$ cat src/rtl/somador_serial_nbits_if.sv
// -----------------------------------------------------------------------------
// somador_serial_nbits_if
// Handshake and operand/result bundle for the serial adder/subtractor.
//   master : controller side, drives start/Sub/A/B/Cin and observes results
//   slave  : adder side, samples the request and drives S/Cout/Ovf/busy/done
// -----------------------------------------------------------------------------
interface somador_serial_nbits_if #(
    parameter int WIDTH = 8
);
    logic             start;
    logic             Sub;
    logic [WIDTH-1:0] A;
    logic [WIDTH-1:0] B;
    logic             Cin;
    logic [WIDTH-1:0] S;
    logic             Cout;
    logic             Ovf;
    logic             busy;
    logic             done;

    modport master (
        output start, Sub, A, B, Cin,
        input  S, Cout, Ovf, busy, done
    );

    modport slave (
        input  start, Sub, A, B, Cin,
        output S, Cout, Ovf, busy, done
    );
endinterface

$ cat src/rtl/somador_serial_nbits.sv
// -----------------------------------------------------------------------------
// somador_serial_nbits
// Multi-cycle WIDTH-bit adder/subtractor. Each clock adds BPC bits with a
// chained full-adder slice; the carry is kept in a register between chunks,
// so an operation takes N = WIDTH/BPC clocks from the accepting edge to done.
//
// Ports:
//   clk  : clock, rising edge
//   rst  : asynchronous active-high reset
//   bus  : slave side of somador_serial_nbits_if
//          start/Sub/A/B/Cin in; S/Cout/Ovf (held until next done), busy, done
// -----------------------------------------------------------------------------
module somador_serial_nbits #(
    parameter int WIDTH = 8,
    parameter int BPC   = 1
) (
    input  logic                  clk,
    input  logic                  rst,
    somador_serial_nbits_if.slave bus
);
    localparam int N     = WIDTH / BPC;
    localparam int CNT_W = (N > 1) ? $clog2(N) : 1;

    generate
        if (WIDTH < 1 || BPC < 1 || BPC > WIDTH || (WIDTH % BPC) != 0) begin : g_bad_param
            $error("somador_serial_nbits: BPC must divide WIDTH and lie in 1..WIDTH");
        end
    endgenerate

    typedef enum logic {IDLE, CALC} state_t;

    state_t           state_q, state_d;
    logic [WIDTH-1:0] a_q, a_d;      // operand A, shifted right each chunk
    logic [WIDTH-1:0] b_q, b_d;      // B or ~B, shifted right each chunk
    logic [WIDTH-1:0] acc_q, acc_d;  // partial sum, filled from the MSB side
    logic [WIDTH-1:0] s_q, s_d;
    logic             carry_q, carry_d;
    logic             cout_q, cout_d;
    logic             ovf_q, ovf_d;
    logic             done_q, done_d;
    logic [CNT_W-1:0] cnt_q, cnt_d;

    // Chunk adder: c[i] is the carry into bit i of the current chunk.
    logic [BPC:0]     c;
    logic [BPC-1:0]   chunk_s;
    logic [WIDTH-1:0] acc_next;

    always_comb begin
        c       = '0;
        chunk_s = '0;
        c[0]    = carry_q;
        for (int i = 0; i < BPC; i++) begin
            chunk_s[i] = a_q[i] ^ b_q[i] ^ c[i];
            c[i+1]     = (a_q[i] & b_q[i]) | (c[i] & (a_q[i] ^ b_q[i]));
        end
        // New chunk enters at the top; after N chunks the LSB chunk has
        // travelled down to bit 0 and acc holds the full sum.
        acc_next = (acc_q >> BPC) | (WIDTH'(chunk_s) << (WIDTH - BPC));
    end

    // NOTE: every signal driven here gets a default first, so no path
    // through the case can leave one unassigned and infer a latch.
    always_comb begin
        state_d = state_q;
        a_d     = a_q;
        b_d     = b_q;
        acc_d   = acc_q;
        s_d     = s_q;
        carry_d = carry_q;
        cout_d  = cout_q;
        ovf_d   = ovf_q;
        done_d  = 1'b0;
        cnt_d   = cnt_q;

        case (state_q)
            IDLE: begin
                if (bus.start) begin
                    // Subtraction is A + ~B + 1; Cin is ignored in that mode.
                    a_d     = bus.A;
                    b_d     = bus.Sub ? ~bus.B : bus.B;
                    carry_d = bus.Sub ? 1'b1 : bus.Cin;
                    acc_d   = '0;
                    cnt_d   = '0;
                    state_d = CALC;
                end
            end
            CALC: begin
                a_d     = a_q >> BPC;
                b_d     = b_q >> BPC;
                carry_d = c[BPC];
                acc_d   = acc_next;
                cnt_d   = cnt_q + CNT_W'(1);
                if (cnt_q == CNT_W'(N - 1)) begin
                    s_d     = acc_next;
                    cout_d  = c[BPC];
                    // Signed overflow: carry into MSB differs from carry out.
                    ovf_d   = c[BPC] ^ c[BPC-1];
                    done_d  = 1'b1;
                    state_d = IDLE;
                end
            end
            default: state_d = IDLE;
        endcase
    end

    // NOTE: sequential state uses non-blocking assignments so all registers
    // update together from the values present before the edge.
    // NOTE: the datapath registers are reset too, so an aborted operation
    // leaves no stale operand or carry behind.
    always_ff @(posedge clk or posedge rst) begin
        if (rst) begin
            state_q <= IDLE;
            a_q     <= '0;
            b_q     <= '0;
            acc_q   <= '0;
            s_q     <= '0;
            carry_q <= 1'b0;
            cout_q  <= 1'b0;
            ovf_q   <= 1'b0;
            done_q  <= 1'b0;
            cnt_q   <= '0;
        end else begin
            state_q <= state_d;
            a_q     <= a_d;
            b_q     <= b_d;
            acc_q   <= acc_d;
            s_q     <= s_d;
            carry_q <= carry_d;
            cout_q  <= cout_d;
            ovf_q   <= ovf_d;
            done_q  <= done_d;
            cnt_q   <= cnt_d;
        end
    end

    assign bus.S    = s_q;
    assign bus.Cout = cout_q;
    assign bus.Ovf  = ovf_q;
    assign bus.busy = (state_q == CALC);
    assign bus.done = done_q;

endmodule

$ cat src/flat_wrapper.sv
// flat-port wrapper written by rule: the top's interface ports become plain ports
module somador_serial_nbits_flat 
#(
    parameter int WIDTH = 8,
    parameter int BPC   = 1
)
  (clk, rst, bus_start, bus_Sub, bus_A, bus_B, bus_Cin, bus_S, bus_Cout, bus_Ovf, bus_busy, bus_done);
  somador_serial_nbits_if #(.WIDTH(WIDTH)) bus_i ();
  input  logic clk;
  input  logic rst;
  input wire logic [$bits(bus_i.start)-1:0] bus_start;
  input wire logic [$bits(bus_i.Sub)-1:0] bus_Sub;
  input wire logic [$bits(bus_i.A)-1:0] bus_A;
  input wire logic [$bits(bus_i.B)-1:0] bus_B;
  input wire logic [$bits(bus_i.Cin)-1:0] bus_Cin;
  output wire logic [$bits(bus_i.S)-1:0] bus_S;
  output wire logic [$bits(bus_i.Cout)-1:0] bus_Cout;
  output wire logic [$bits(bus_i.Ovf)-1:0] bus_Ovf;
  output wire logic [$bits(bus_i.busy)-1:0] bus_busy;
  output wire logic [$bits(bus_i.done)-1:0] bus_done;
  assign bus_i.start = bus_start;
  assign bus_i.Sub = bus_Sub;
  assign bus_i.A = bus_A;
  assign bus_i.B = bus_B;
  assign bus_i.Cin = bus_Cin;
  assign bus_S = bus_i.S;
  assign bus_Cout = bus_i.Cout;
  assign bus_Ovf = bus_i.Ovf;
  assign bus_busy = bus_i.busy;
  assign bus_done = bus_i.done;
  somador_serial_nbits #(.WIDTH(WIDTH), .BPC(BPC)) u_core (.clk(clk), .rst(rst), .bus(bus_i));
endmodule
$ cat config.mk
export PLATFORM = sky130hd
export DESIGN_NAME = somador_serial_nbits_flat
export DESIGN_NICKNAME = d
export VERILOG_FILES = /design/src/rtl/somador_serial_nbits_if.sv /design/src/rtl/somador_serial_nbits.sv /design/src/flat_wrapper.sv
export SDC_FILE = /design/constraint.sdc
export NUM_CORES = 1
export LEC_CHECK = 0
export CORE_MARGIN = 2
export CORE_UTILIZATION = 40
export DETAILED_ROUTE_END_ITERATION = 12
export DONT_BUFFER_PORTS = 1
export GPL_TIMING_DRIVEN = 0
export SYNTH_ARGS = -nofsm -noshare
export SYNTH_HDL_FRONTEND = slang
export SYNTH_SLANG_ARGS = --single-unit
$ cat constraint.sdc
create_clock -name clk -period 1.5 [get_ports clk]
set_input_delay 0.075 -clock clk [delete_from_list [all_inputs] [get_ports clk]]
set_output_delay 0.075 -clock clk [all_outputs]
set_load 0.1 [all_outputs]
==> impl_metrics.xml <==
<?xml version="1.0" encoding="UTF-8"?>
<metrics>
  <group name="critical_path">
    <metric name="timing.critical_path.slowest_cell_delay" unit="ps">380</metric>
    <metric name="critPathBufInv" unit="">1</metric>
    <metric name="worst_r2r_src" unit="">u_core.cnt_q[0]</metric>
    <metric name="crit_required" unit="ps">1670</metric>
    <metric name="path_cells" unit="">ha_1 &gt; ha_2 &gt; nand2_2 &gt; clkbuf_16 &gt; mux2_4</metric>
    <metric name="cp-start-kind" unit="">flip-flop</metric>
    <metric name="r2r.worst_path.cells" unit="">5</metric>
    <metric name="worst-endpoint-arrival" unit="ps">1630</metric>
    <metric name="reg2reg_setup_slack" unit="ps">40</metric>
    <metric name="critPathTopFamily" unit="">flip-flops</metric>
    <metric name="r2r-end" unit="">u_core.bus.S[0]</metric>
    <metric name="standard_cell_with_the_maximum_stage_delay_on_the_critical_path" unit="">dfrtp_1</metric>
    <metric name="setup.worst_path.class" unit="">reg2reg</metric>
    <metric name="timing.critical_path.to_type" unit="">flip-flop</metric>
    <metric name="worst_path_fanout_max" unit="">5</metric>
  </group>
  <group name="floorplanning">
    <metric name="fp-row-count" unit="">24</metric>
    <metric name="die-area" unit="sq um">5070</metric>
    <metric name="design.portCount" unit="">33</metric>
    <metric name="die_width" unit="microns">71.2</metric>
    <metric name="die_h" unit="microns">71.2</metric>
    <metric name="coreArea" unit="sq um">4350</metric>
    <metric name="initial_core_util" unit="">0.415</metric>
  </group>
  <group name="synth">
    <metric name="post-synth-top-area-cell" unit="">dfrtp_1</metric>
    <metric name="sequential_fraction_of_the_synthesis_area" unit="">0.540</metric>
    <metric name="synth_cell_type_count" unit="">29</metric>
    <metric name="postSynthNetCount" unit="">177</metric>
    <metric name="synthesis.area_per_instance" unit="sq um">11.8</metric>
    <metric name="synth_warnings" unit="">0</metric>
    <metric name="synth_top_cell_area_share" unit="">0.540</metric>
    <metric name="synth_area_leaders" unit="">dfrtp_1 54%, mux2_4 7.5%, nand2_1 4.8%</metric>
    <metric name="syn-cell-area" unit="sq um">1810</metric>
    <metric name="yosys_register_bits" unit="">39</metric>
    <metric name="synthCells" unit="">153</metric>
  </group>
  <group name="final_layout">
    <metric name="antenna_cells_inserted" unit="">0</metric>
    <metric name="stdcell_area" unit="sq um">2080</metric>
    <metric name="final_cell_mix" unit="">38 x dfrtp_1, 23 x nand2_1, 9 x mux2_4</metric>
    <metric name="layout_commonest_cell" unit="">dfrtp_1</metric>
    <metric name="drive_gt1_frac" unit="">0.243</metric>
    <metric name="area_delta_synth_final" unit="%">14.8</metric>
    <metric name="final_nets" unit="">194</metric>
  </group>
  <group name="power">
    <metric name="static_leakage" unit="nW">0.957</metric>
    <metric name="total_power" unit="mW">4.82</metric>
    <metric name="p_sw" unit="mW">2.26</metric>
    <metric name="proportion_of_power_drawn_by_flip_flops_and_latches" unit="">0.578</metric>
    <metric name="power.switching_fraction" unit="">0.469</metric>
    <metric name="power.share.clock" unit="">0.131</metric>
    <metric name="power.density_cell_area" unit="nW/um^2">2320</metric>
    <metric name="worst_ir_drop_vdd" unit="mV">0.657</metric>
    <metric name="cell_internal_power_dissipation" unit="mW">2.56</metric>
    <metric name="pwr-share-comb" unit="">0.290</metric>
  </group>
  <group name="timing">
    <metric name="finalWorstPathRequiredPeriod" unit="ps">1460</metric>
    <metric name="finClkSkew" unit="ps">4.40</metric>
    <metric name="timing.slew.headroom" unit="">0.393</metric>
    <metric name="hold_violations" unit="">0</metric>
    <metric name="hold_slack" unit="ps">3.86</metric>
    <metric name="achievable-frequency" unit="MHz">685</metric>
    <metric name="report.final.setup_viol" unit="">0</metric>
    <metric name="fin_ws" unit="ps">39.6</metric>
    <metric name="layout_worst_path_cycle_share" unit="">0.974</metric>
    <metric name="timing_max_transition_violations_final" unit="">0</metric>
    <metric name="timing_worst_slew_pin_value" unit="ps">911</metric>
  </group>
  <group name="drt">
    <metric name="drt-total-wl" unit="mm">3.34</metric>
    <metric name="drt_drc_violations_left" unit="">0</metric>
    <metric name="detailedRoute.firstPassIterationCount" unit="">4</metric>
    <metric name="detail-route-antenna-nets" unit="">0</metric>
    <metric name="route.detailed.wl_per_inst" unit="microns">15.1</metric>
    <metric name="drt_iter0_markers" unit="">72</metric>
    <metric name="route.vias.total" unit="">1143</metric>
    <metric name="route.detailed.vias_per_inst" unit="">5.17</metric>
  </group>
  <group name="clock_tree">
    <metric name="clock_sinks" unit="">39</metric>
    <metric name="clk_pin_slew" unit="ps">70</metric>
    <metric name="cts_root_buf" unit="">clkbuf_8</metric>
    <metric name="cts_tree" unit="">yes</metric>
    <metric name="cts-buffers-inserted" unit="">5</metric>
    <metric name="insertion_delay" unit="ps">280</metric>
    <metric name="htree_levels" unit="">2</metric>
    <metric name="ctsLongestPathBuffers" unit="">2</metric>
  </group>
  <group name="global_routing">
    <metric name="largest_net_degree_at_the_start_of_global_routing" unit="">40</metric>
    <metric name="number_of_global_route_vias_before_repair" unit="">1208</metric>
    <metric name="grt_first_pass_wirelength" unit="mm">5.66</metric>
    <metric name="initial_antenna_violation_count" unit="">0</metric>
    <metric name="grt_use_total" unit="">0.144</metric>
    <metric name="gr-total-overflow" unit="">0</metric>
  </group>
  <group name="place">
    <metric name="place_worst_setup_slack" unit="ps">-53.7</metric>
    <metric name="dp.final_hpwl" unit="mm">2.32</metric>
    <metric name="io_buffer_count" unit="">0</metric>
    <metric name="routability_congestion_estimate" unit="">0.733</metric>
    <metric name="post_dp_cell_area" unit="sq um">1870</metric>
  </group>
  <group name="hold_path">
    <metric name="hold_path_startpoint" unit="">bus_B[3]</metric>
    <metric name="hp-class" unit="">in2reg</metric>
    <metric name="hold-path-cell-count" unit="">2</metric>
    <metric name="whs_endpoint" unit="">u_core.b_q[3]</metric>
  </group>
  <group name="run_status">
    <metric name="outcome" unit="">complete, no violations</metric>
  </group>
  <group name="run">
    <metric name="max_cap_violations" unit="">0</metric>
  </group>
</metrics>
[Yosys cell counts (all sizes together)]
| cell | number |
|---|---|
| nor2 | 4 |
| ha | 2 |
| mux2i | 8 |
| a211oi | 1 |
| inv | 2 |
| fa | 1 |
| nand2 | 24 |
| or3b | 7 |
| xnor2 | 8 |
| dfrtp | 39 |
| mux2 | 11 |
| a21oi | 1 |
| xor2 | 1 |
| o211ai | 7 |
| o31ai | 1 |
| buf | 9 |
| a22o | 1 |
| nand2b | 9 |
| nor3b | 1 |
| clkbuf | 1 |
| o21ai | 15 |
[power groups by stage]
stage               sequential [mW]  clock [mW]  combinational (mW)
floorplan                      2.70           0                1.06
global placement               2.78           0                1.21
detailed placement             2.81           0                1.27
CTS                            2.79       0.643                1.29
global route                   2.85       0.699                1.58
finish                         2.79       0.633                1.40
[routing by layer]
metal | track usage | vias to the layer above | part of all wire
met5 | 0 | - | 0
met4 | 0.0629 | 0 | 0.018
met3 | 0.0450 | 6 | 0.034
met2 | 0.234 | 20 | 0.50
met1 | 0.178 | 568 | 0.45
li1 | - | 549 | -
[worst max path at each step]
stage / startpoint / to / slack, ps / cells past startpoint
after floorplan: u_core.cnt_q[0] / u_core.bus.Cout / 90 / 5
after global placement: u_core.bus.busy / u_core.b_q[4] / -20 / 3
after detailed placement: u_core.bus.busy / u_core.b_q[4] / -50 / 4
after CTS: u_core.cnt_q[0] / u_core.bus.S[5] / 8 / 5
after global routing: u_core.cnt_q[0] / u_core.bus.S[0] / -9 / 5
final: u_core.cnt_q[0] / u_core.bus.S[0] / 40 / 5
[state kept, by name, summed over array words and instances, names as in the netlist]
signal,flops
u_core.bus.busy,1
u_core.b_q,8
u_core.a_q,8
u_core.bus.done,1
u_core.carry_q,1
u_core.bus.S,8
u_core.bus.Ovf,1
u_core.cnt_q,3
u_core.bus.Cout,1
u_core.acc_q,7
[worst register-to-register path: cells and delay by family (launching register included)]
family | cells | cell delay [ps]
buf+inv | 1 | 170
fa+ha+maj | 2 | 380
mux | 1 | 290
simple gates | 1 | 130
flops | 1 | 380
[layout make-up]
cell class              instances  area [sq um]
well taps                      52          65.1
clock buffers                   6          72.6
multi-input cells             102           763
plain buffers                  10          77.6
inverters                       2          7.51
flip-flops and latches         39           980
fillers                       390          2280
repair buffers                 10           110
[timing repair]
item                                   in CTS  in global routing
gates cloned                                0                  1
hold buffers                                7                  0
endpoints found under the hold margin      45                  0
resized for setup                           1                  6
pin swaps                                   0                  0
setup buffers                               0                  2
setup endpoints to repair                  30                 12
[stage by stage]
stage	TNS [ps]	utilization	cells
after floorplan	0	-	153
after global placement	-128	0.430	205
after detailed placement	-266	0.430	205
after CTS	0	0.464	218
after global routing	-23.9	0.477	221
final	0	0.477	221
[cell families (layout without fill, tap and decap cells)]
family,count (synthesis),in the layout,synth area share
simple gates,45,45,0.130
flops,39,39,0.540
compound gates,26,26,0.0893
mux,19,19,0.131
buf+inv,12,28,0.0408
xor+xnor,9,9,0.0436
fa+ha+maj,3,3,0.0249
No activity file was read; power rests on OpenSTA's default activity.
